## config.mk

```make
export PLATFORM = sky130hd
export DESIGN_NAME = sample_hex_line_formatter_flat
export DESIGN_NICKNAME = d
export VERILOG_FILES = /design/src/rtl/sample_hex_line_formatter_if.sv /design/src/rtl/sample_hex_line_formatter.sv /design/src/flat_wrapper.sv
export SDC_FILE = /design/constraint.sdc
export NUM_CORES = 1
export LEC_CHECK = 0
export CAP_MARGIN = 20
export CORE_MARGIN = 2
export CORE_UTILIZATION = 54
export CTS_BUF_LIST = sky130_fd_sc_hd__clkbuf_8 sky130_fd_sc_hd__clkbuf_16
export DETAILED_ROUTE_END_ITERATION = 12
export PLACE_DENSITY = 0.8
export SYNTH_ARGS = -nofsm -noshare
export SYNTH_HDL_FRONTEND = slang
export SYNTH_SLANG_ARGS = --single-unit
```

## constraint.sdc

```tcl
create_clock -name clk -period 5.2 [get_ports clk]
set_input_delay 1.04 -clock clk [delete_from_list [all_inputs] [get_ports clk]]
set_output_delay 1.04 -clock clk [all_outputs]
set_load 0.01 [all_outputs]
```

## src/rtl/sample_hex_line_formatter_if.sv

```systemverilog
// Sample stream into the hex line formatter and the byte-wide UART request/busy handshake.
// The formatter uses the slave view; the sensor logic and UART side use the master view.
interface sample_hex_line_formatter_if #(
    parameter int unsigned DATA_WIDTH = 16
);
    logic                  in_valid;
    logic [DATA_WIDTH-1:0] in_data;
    logic                  in_ready;
    logic                  uart_send_enable;
    logic [7:0]            uart_send_data;
    logic                  uart_busy;

    modport master (
        output in_valid, in_data, uart_busy,
        input  in_ready, uart_send_enable, uart_send_data
    );

    modport slave (
        input  in_valid, in_data, uart_busy,
        output in_ready, uart_send_enable, uart_send_data
    );
endinterface

```

## src/rtl/sample_hex_line_formatter.sv

```systemverilog
// Turns one sample per valid/ready handshake into an uppercase ASCII hex line (CR LF or LF) sent
// byte by byte over a UART enable/busy handshake. Define HEX_PREFIX_EN to start each line with "0x".
module sample_hex_line_formatter #(
    parameter int unsigned DATA_WIDTH = 16,
    parameter bit          EOL_CR     = 1'b1
) (
    input logic                        clk,
    input logic                        rst,
    sample_hex_line_formatter_if.slave bus
);
    localparam int unsigned NIBBLES = DATA_WIDTH / 4;
    localparam int unsigned EOL_LEN = EOL_CR ? 2 : 1;
`ifdef HEX_PREFIX_EN
    localparam int unsigned PREFIX_LEN = 2;
`else
    localparam int unsigned PREFIX_LEN = 0;
`endif
    localparam int unsigned LINE_LEN = PREFIX_LEN + NIBBLES + EOL_LEN;
    localparam int unsigned IDX_W    = $clog2(LINE_LEN);
    localparam logic [IDX_W-1:0] LAST_IDX = IDX_W'(LINE_LEN - 1);

    typedef enum logic [1:0] {StIdle, StLoad, StStart, StWait} state_e;

    state_e                state_q, state_d;
    logic [IDX_W-1:0]      idx_q, idx_d;
    logic [DATA_WIDTH-1:0] sample_q, sample_d;
    logic                  enable_q, enable_d;
    logic [7:0]            data_q, data_d;

    logic [7:0]            cur_char;
    logic [3:0]            nib;
    int unsigned           pos;
    int unsigned           digit;

    // Character for the current index: [prefix] nibbles MSB first, then terminator.
    always_comb begin
        pos      = 32'(idx_q);
        digit    = 0;
        nib      = 4'h0;
        cur_char = 8'h0A;
`ifdef HEX_PREFIX_EN
        if (pos < PREFIX_LEN) begin
            cur_char = (pos == 0) ? 8'h30 : 8'h78;
        end else
`endif
        if (pos < PREFIX_LEN + NIBBLES) begin
            digit    = pos - PREFIX_LEN;
            nib      = 4'(sample_q >> (4 * (NIBBLES - 1 - digit)));
            cur_char = (nib < 4'd10) ? (8'h30 + {4'h0, nib}) : (8'h37 + {4'h0, nib});
        end else if (EOL_CR && (pos == PREFIX_LEN + NIBBLES)) begin
            cur_char = 8'h0D;
        end else begin
            cur_char = 8'h0A;
        end
    end

    always_comb begin
        state_d  = state_q;
        idx_d    = idx_q;
        sample_d = sample_q;
        enable_d = enable_q;
        data_d   = data_q;
        unique case (state_q)
            StIdle: begin
                if (bus.in_valid) begin
                    sample_d = bus.in_data;
                    idx_d    = '0;
                    state_d  = StLoad;
                end
            end
            StLoad: begin
                // A busy UART here belongs to someone else; wait it out before requesting.
                if (!bus.uart_busy) begin
                    data_d   = cur_char;
                    enable_d = 1'b1;
                    state_d  = StStart;
                end
            end
            StStart: begin
                if (bus.uart_busy) begin
                    enable_d = 1'b0;
                    state_d  = StWait;
                end
            end
            StWait: begin
                if (!bus.uart_busy) begin
                    if (idx_q == LAST_IDX) begin
                        state_d = StIdle;
                    end else begin
                        idx_d   = idx_q + 1'b1;
                        state_d = StLoad;
                    end
                end
            end
            default: state_d = StIdle;
        endcase
    end

    always_ff @(posedge clk) begin
        if (rst) begin
            state_q  <= StIdle;
            idx_q    <= '0;
            sample_q <= '0;
            enable_q <= 1'b0;
            data_q   <= 8'h00;
        end else begin
            state_q  <= state_d;
            idx_q    <= idx_d;
            sample_q <= sample_d;
            enable_q <= enable_d;
            data_q   <= data_d;
        end
    end

    assign bus.in_ready         = (state_q == StIdle) && !rst;
    assign bus.uart_send_enable = enable_q;
    assign bus.uart_send_data   = data_q;
endmodule

```

## src/flat_wrapper.sv

```systemverilog
// flat-port wrapper written by rule: the top's interface ports become plain ports
module sample_hex_line_formatter_flat 
#(
    parameter int unsigned DATA_WIDTH = 16,
    parameter bit          EOL_CR     = 1'b1
)
  (clk, rst, bus_in_valid, bus_in_data, bus_uart_busy, bus_in_ready, bus_uart_send_enable, bus_uart_send_data);
  sample_hex_line_formatter_if #(.DATA_WIDTH(DATA_WIDTH)) bus_i ();
  input logic clk;
  input logic rst;
  input wire logic [$bits(bus_i.in_valid)-1:0] bus_in_valid;
  input wire logic [$bits(bus_i.in_data)-1:0] bus_in_data;
  input wire logic [$bits(bus_i.uart_busy)-1:0] bus_uart_busy;
  output wire logic [$bits(bus_i.in_ready)-1:0] bus_in_ready;
  output wire logic [$bits(bus_i.uart_send_enable)-1:0] bus_uart_send_enable;
  output wire logic [$bits(bus_i.uart_send_data)-1:0] bus_uart_send_data;
  assign bus_i.in_valid = bus_in_valid;
  assign bus_i.in_data = bus_in_data;
  assign bus_i.uart_busy = bus_uart_busy;
  assign bus_in_ready = bus_i.in_ready;
  assign bus_uart_send_enable = bus_i.uart_send_enable;
  assign bus_uart_send_data = bus_i.uart_send_data;
  sample_hex_line_formatter #(.DATA_WIDTH(DATA_WIDTH), .EOL_CR(EOL_CR)) u_core (.clk(clk), .rst(rst), .bus(bus_i));
endmodule
```

# ---- Word level (Yosys, flattened, before mapping)
# Index checks and enable logic that the tools add are counted.
# W data, S select, Z words.
dict set report word_totals {
  regBits 30
  inputBits 20
  out_inout_bits 10
  elab_cells 49
}
dict set report classes {
  add_sub_neg 4
  n_lt_le_gt_ge 2
  n_eq_ne 10
  shift 1
  n_mux 16
  bitwise 1
  reduce_logical 10
}
# cell n
set op_table {}
lappend op_table {{$shr A16 B32 Y4} 1}
lappend op_table {{$mux W8} 2}
lappend op_table {{$add A6 B4 Y7 const A} 2}
lappend op_table {{$mux W3} 4}
lappend op_table {{$ne A2 B2 Y1 const B} 5}
lappend op_table {{$mux W2} 4}
lappend op_table {{$pmux W2 S4} 1}
lappend op_table {{$reduce_and A4 Y1} 2}
lappend op_table {{$eq A3 B3 Y1 const B} 2}
lappend op_table {{$pmux W3 S2} 1}
lappend op_table {{$eq A2 B2 Y1 const B} 2}
lappend op_table {{$lt A4 B4 Y1 const B} 1}
lappend op_table {{$reduce_and A2 Y1} 2}
lappend op_table {{$reduce_bool A2 Y1} 2}
lappend op_table {{$sub A2 B3 Y4 const A} 1}
lappend op_table {{$add A3 B1 Y3 const B} 1}
lappend op_table {{$lt A3 B3 Y1 const B} 1}
lappend op_table {{$mux W1} 3}
lappend op_table {{$reduce_and A3 Y1} 1}
lappend op_table {{$eq A2 B1 Y1 const B} 1}
lappend op_table {{$logic_not A2 Y1} 1}
lappend op_table {{$pmux W1 S2} 1}
lappend op_table {{$logic_and A1 B1 Y1} 1}
lappend op_table {{$logic_not A1 Y1} 1}
lappend op_table {{$not A1 Y1} 1}

# ---- Longest topological paths before layout
dict set report depth {
  word_depth 5
  ltp_mapped 8
  depth_no_buf 7
}

# ---- Least setup slack after synthesis
# No wires, ideal clock.
dict set report synth_path {
  kind {input to output}
  start {in rst}
  end {out bus_in_ready}
  arrival_ps 1422
  required_ps 4160
  slack_ps 2738
  stages 2
  path_buffers 1
  cell_sequence {clkbuf_1 -> nor2b_1}
}
dict set report synth_via {
  elab_chain_len 2
}
# item line_no
set synth_rtl {}
lappend synth_rtl {{from (decl)} flat_wrapper.sv:10} ;# input logic rst;
lappend synth_rtl {{$logic_not A1 Y1} sample_hex_line_formatter.sv:115} ;# assign bus.in_ready = (state_q == StIdle) && !rst;
lappend synth_rtl {{$logic_and A1 B1 Y1} sample_hex_line_formatter.sv:115}
lappend synth_rtl {{to (decl)} flat_wrapper.sv:14} ;# output wire logic [$bits(bus_i.in_ready)-1:0] bus_in_ready;
# No other way between the ends.

# ---- Worst setup path after layout
# Ends and elaborated chain as after synthesis.

==> flow_metrics.tcl <==
set metrics [dict create \
    path_buf_inv 3 \
    die_area_um2 3210 \
    postCtsSetupBuffers 0 \
    start_kind "input port" \
    fin_crit_sh 0.656 \
    skew_ns 0.00410 \
    powerDensity_nw_per_um2 421 \
    pwr-share-comb 0.365 \
    drt_first_pass_iters 5 \
    crit_type "input port to primary output" \
    synth_ff_type "dfxtp_1" \
    p_sw_uw 269 \
    cp_top_family "buffers and inverters" \
    p_int_uw 520 \
    hpwl_um 2310 \
    crit_path_end_kind "primary output" \
    maxSlewHeadroom 0.612 \
    synthesis.area_um2 1500 \
    grt_max_degree 32 \
    grt_use_met3 0.0576 \
    rows 19 \
    nets 229 \
    clkPwrFrac 0.253 \
    async_flop_share 0 \
    path_common_cell "clkdlybuf4s50_1" \
    setup_viol_count_final 0 \
    route.detailed.drc 0 \
    diodes 0 \
    synth_cells 175 \
    max_freq_mhz 293 \
    coreArea_um2 2690 \
    cts_tree "built" \
    drt_wl_total_um 3050 \
    ios 30 \
    regToRegSetupSlack_ns 2.51 \
    wl_per_cell_um 13.1 \
    required_ns 4.16 \
    track_usage 0.214 \
    die_w_um 56.7 \
    worst_path_max_delay_cell "clkdlybuf4s50_1" \
    clkSlewWorstSetupHoldPaths_ns 0.06 \
    grt_first_pass_wirelength_um 5380 \
    hold_viol 0 \
    grt.met1_usage 0.241 \
    tns_ns 0 \
    clock_latency_ns 0.28 \
    drt_iter0_drc 33 \
    vdd_drop_max_mv 0.345 \
    p_sw_frac 0.341 \
    syn_avg_cell_area_um2 8.56 \
    seqPwrFrac 0.382 \
    die_h_um 56.7 \
    synth_edf_count 0 \
    viasPerCell 5.53 \
    rsz0062_at_grt "no" \
    drv_cap 0 \
    worstMarginPinSlew_ns 0.582 \
    ys_seq_area_frac 0.388 \
    finalMaxSlewViolations 0 \
    ys.warnings.count 0 \
    syn_to_final_growth_pct 25.1 \
    crit_path_max_fanout 31 \
    htree_levels 2 \
    crit_chain "clkdlybuf4s50_1, buf_4, nor2b_1, clkdlybuf4s50_1" \
    synth_nets 203 \
    cts_buffer_depth 2 \
    start_util 0.558 \
    grt_pass1_vias 1295 \
    cts-root-buf "clkbuf_8" \
    period_minus_slack_ns 3.41 \
    drive_gt1_frac 0.0990 \
    post_cts_resized 0 \
    antenna_found_initial 0 \
    cp.arrival_ns 2.37 \
    numCtsBuffers 5 \
    postCtsHoldBufs 0 \
    gp_congestion 0.736 \
    totalPowerFinal_uw 789 \
    max_stage_delay_ns 0.48 \
    vias 1289 \
    ys_ff_latch 29 \
    gr-total-overflow 0 \
    synth.distinct_cells 43 \
    leakagePower_nw 0.699 \
    cts.sinks 29 \
    met2_usage 0.379 \
    grt-busiest-layer "met2" \
    hold_class "flop to flop" \
    status "completed" \
    fillers 212 \
    portBuffers 28 \
    antenna_left 0 \
]
==> placed cells by master (no fill, tap or decap), types with 2 or more instances in the layout <==
cell type        count
nand2_1             39
o21ai_0              6
a21oi_1             24
inv_1                9
mux4_2               4
nand3b_1             3
nand2b_1             2
mux2i_1              3
ha_1                 8
clkbuf_8             7
clkdlybuf4s50_1     28
dfxtp_1             29
nor2_1               7
nor2b_1              3
a211oi_1             2
==> area by class of cell <==
type / count / area [µm²] / share of cell area
Clock buffer: 7 / 96.3 / 0.0514
Clock inverter: 1 / 5.00 / 0.00267
Inverter: 9 / 33.8 / 0.0180
Multi-Input combinational cell: 127 / 832 / 0.444
Sequential cell: 29 / 581 / 0.310
Tap cell: 31 / 38.8 / 0.0207
Timing Repair Buffer: 29 / 288 / 0.154
==> through the flow <==
step	instances	setup slack, ns	cell area (µm²)	utilization	hold slack [ns]
floorplan	175	2.74	1500	-	0.433
global placement	225	1.80	1770	0.660	0.443
detailed placement	225	1.79	1770	0.660	0.452
CTS	233	1.78	1870	0.698	0.461
global route	233	1.73	1870	0.698	0.483
finish	233	1.79	1870	0.698	0.456
==> final timing paths <==
kind	cells after the start	endpoint	from
max reg2reg	7	u_core.bus.uart_send_data[2]	u_core.idx_q[1]
min reg2reg	2	u_core.sample_q[9]	u_core.sample_q[9]
max	4	bus_in_ready	rst
min	2	u_core.sample_q[9]	u_core.sample_q[9]
==> sequential cells by signal, summed over array words and instances (netlist names) <==
signal / flops
u_core.bus.uart_send_enable: 1
u_core.bus.uart_send_data: 7
u_core.sample_q: 16
u_core.state_q: 2
u_core.idx_q: 3
==> cell usage after synthesis, types with 2 or more instances <==
master | instances | share of area
nand2_1 | 39 | 0.098
mux2i_1 | 3 | 0.020
mux4_2 | 4 | 0.060
o21ai_0 | 6 | 0.020
nor2_1 | 7 | 0.018
a211oi_1 | 2 | 0.010
nand3b_1 | 3 | 0.015
nand2b_1 | 2 | 0.0084
a21oi_1 | 24 | 0.080
ha_1 | 8 | 0.067
nor2b_1 | 3 | 0.013
clkbuf_1 | 6 | 0.015
dfxtp_1 | 29 | 0.39
buf_2 | 2 | 0.0067
inv_1 | 9 | 0.023
==> worst register-to-register path, delay by kind of cell, from the launching register on <==
kind / cells / cell delay, ns
AND/OR/NAND/NOR: 2 / 0.57
multiplexers: 1 / 0.64
adder cells (fa/ha/maj): 1 / 0.19
flip-flops: 1 / 0.60
AO/OA/AOI/OAI: 3 / 0.57
==> kinds of logic (layout without fill, tap and decap cells) <==
kind of cell	after synthesis	in the layout	share of synthesized area
compound gates	47	47	0.200
xor+xnor	1	1	0.00585
fa+ha+maj	8	8	0.0668
buf+inv	19	46	0.0568
flops	29	29	0.388
mux	7	7	0.0802
other cells	1	1	0.00250
simple gates	63	63	0.201
==> power groups by stage <==
stage          sequential (mW)  combinational (mW)  clock [mW]
6_report                 0.301               0.288       0.200
5_1_grt                  0.307               0.323       0.214
4_1_cts                  0.301               0.289       0.202
3_5_place_dp             0.305               0.288           0
3_3_place_gp             0.300               0.276           0
2_1_floorplan            0.295               0.211           0
==> routing by layer <==
metal / up-vias / wire length, µm
met2: 31 / 1560
met3: 7 / 129
li1: 652 / -
met1: 599 / 1300
met4: 0 / 64
met5: - / 0
No activity file was read; power rests on OpenSTA's default activity.
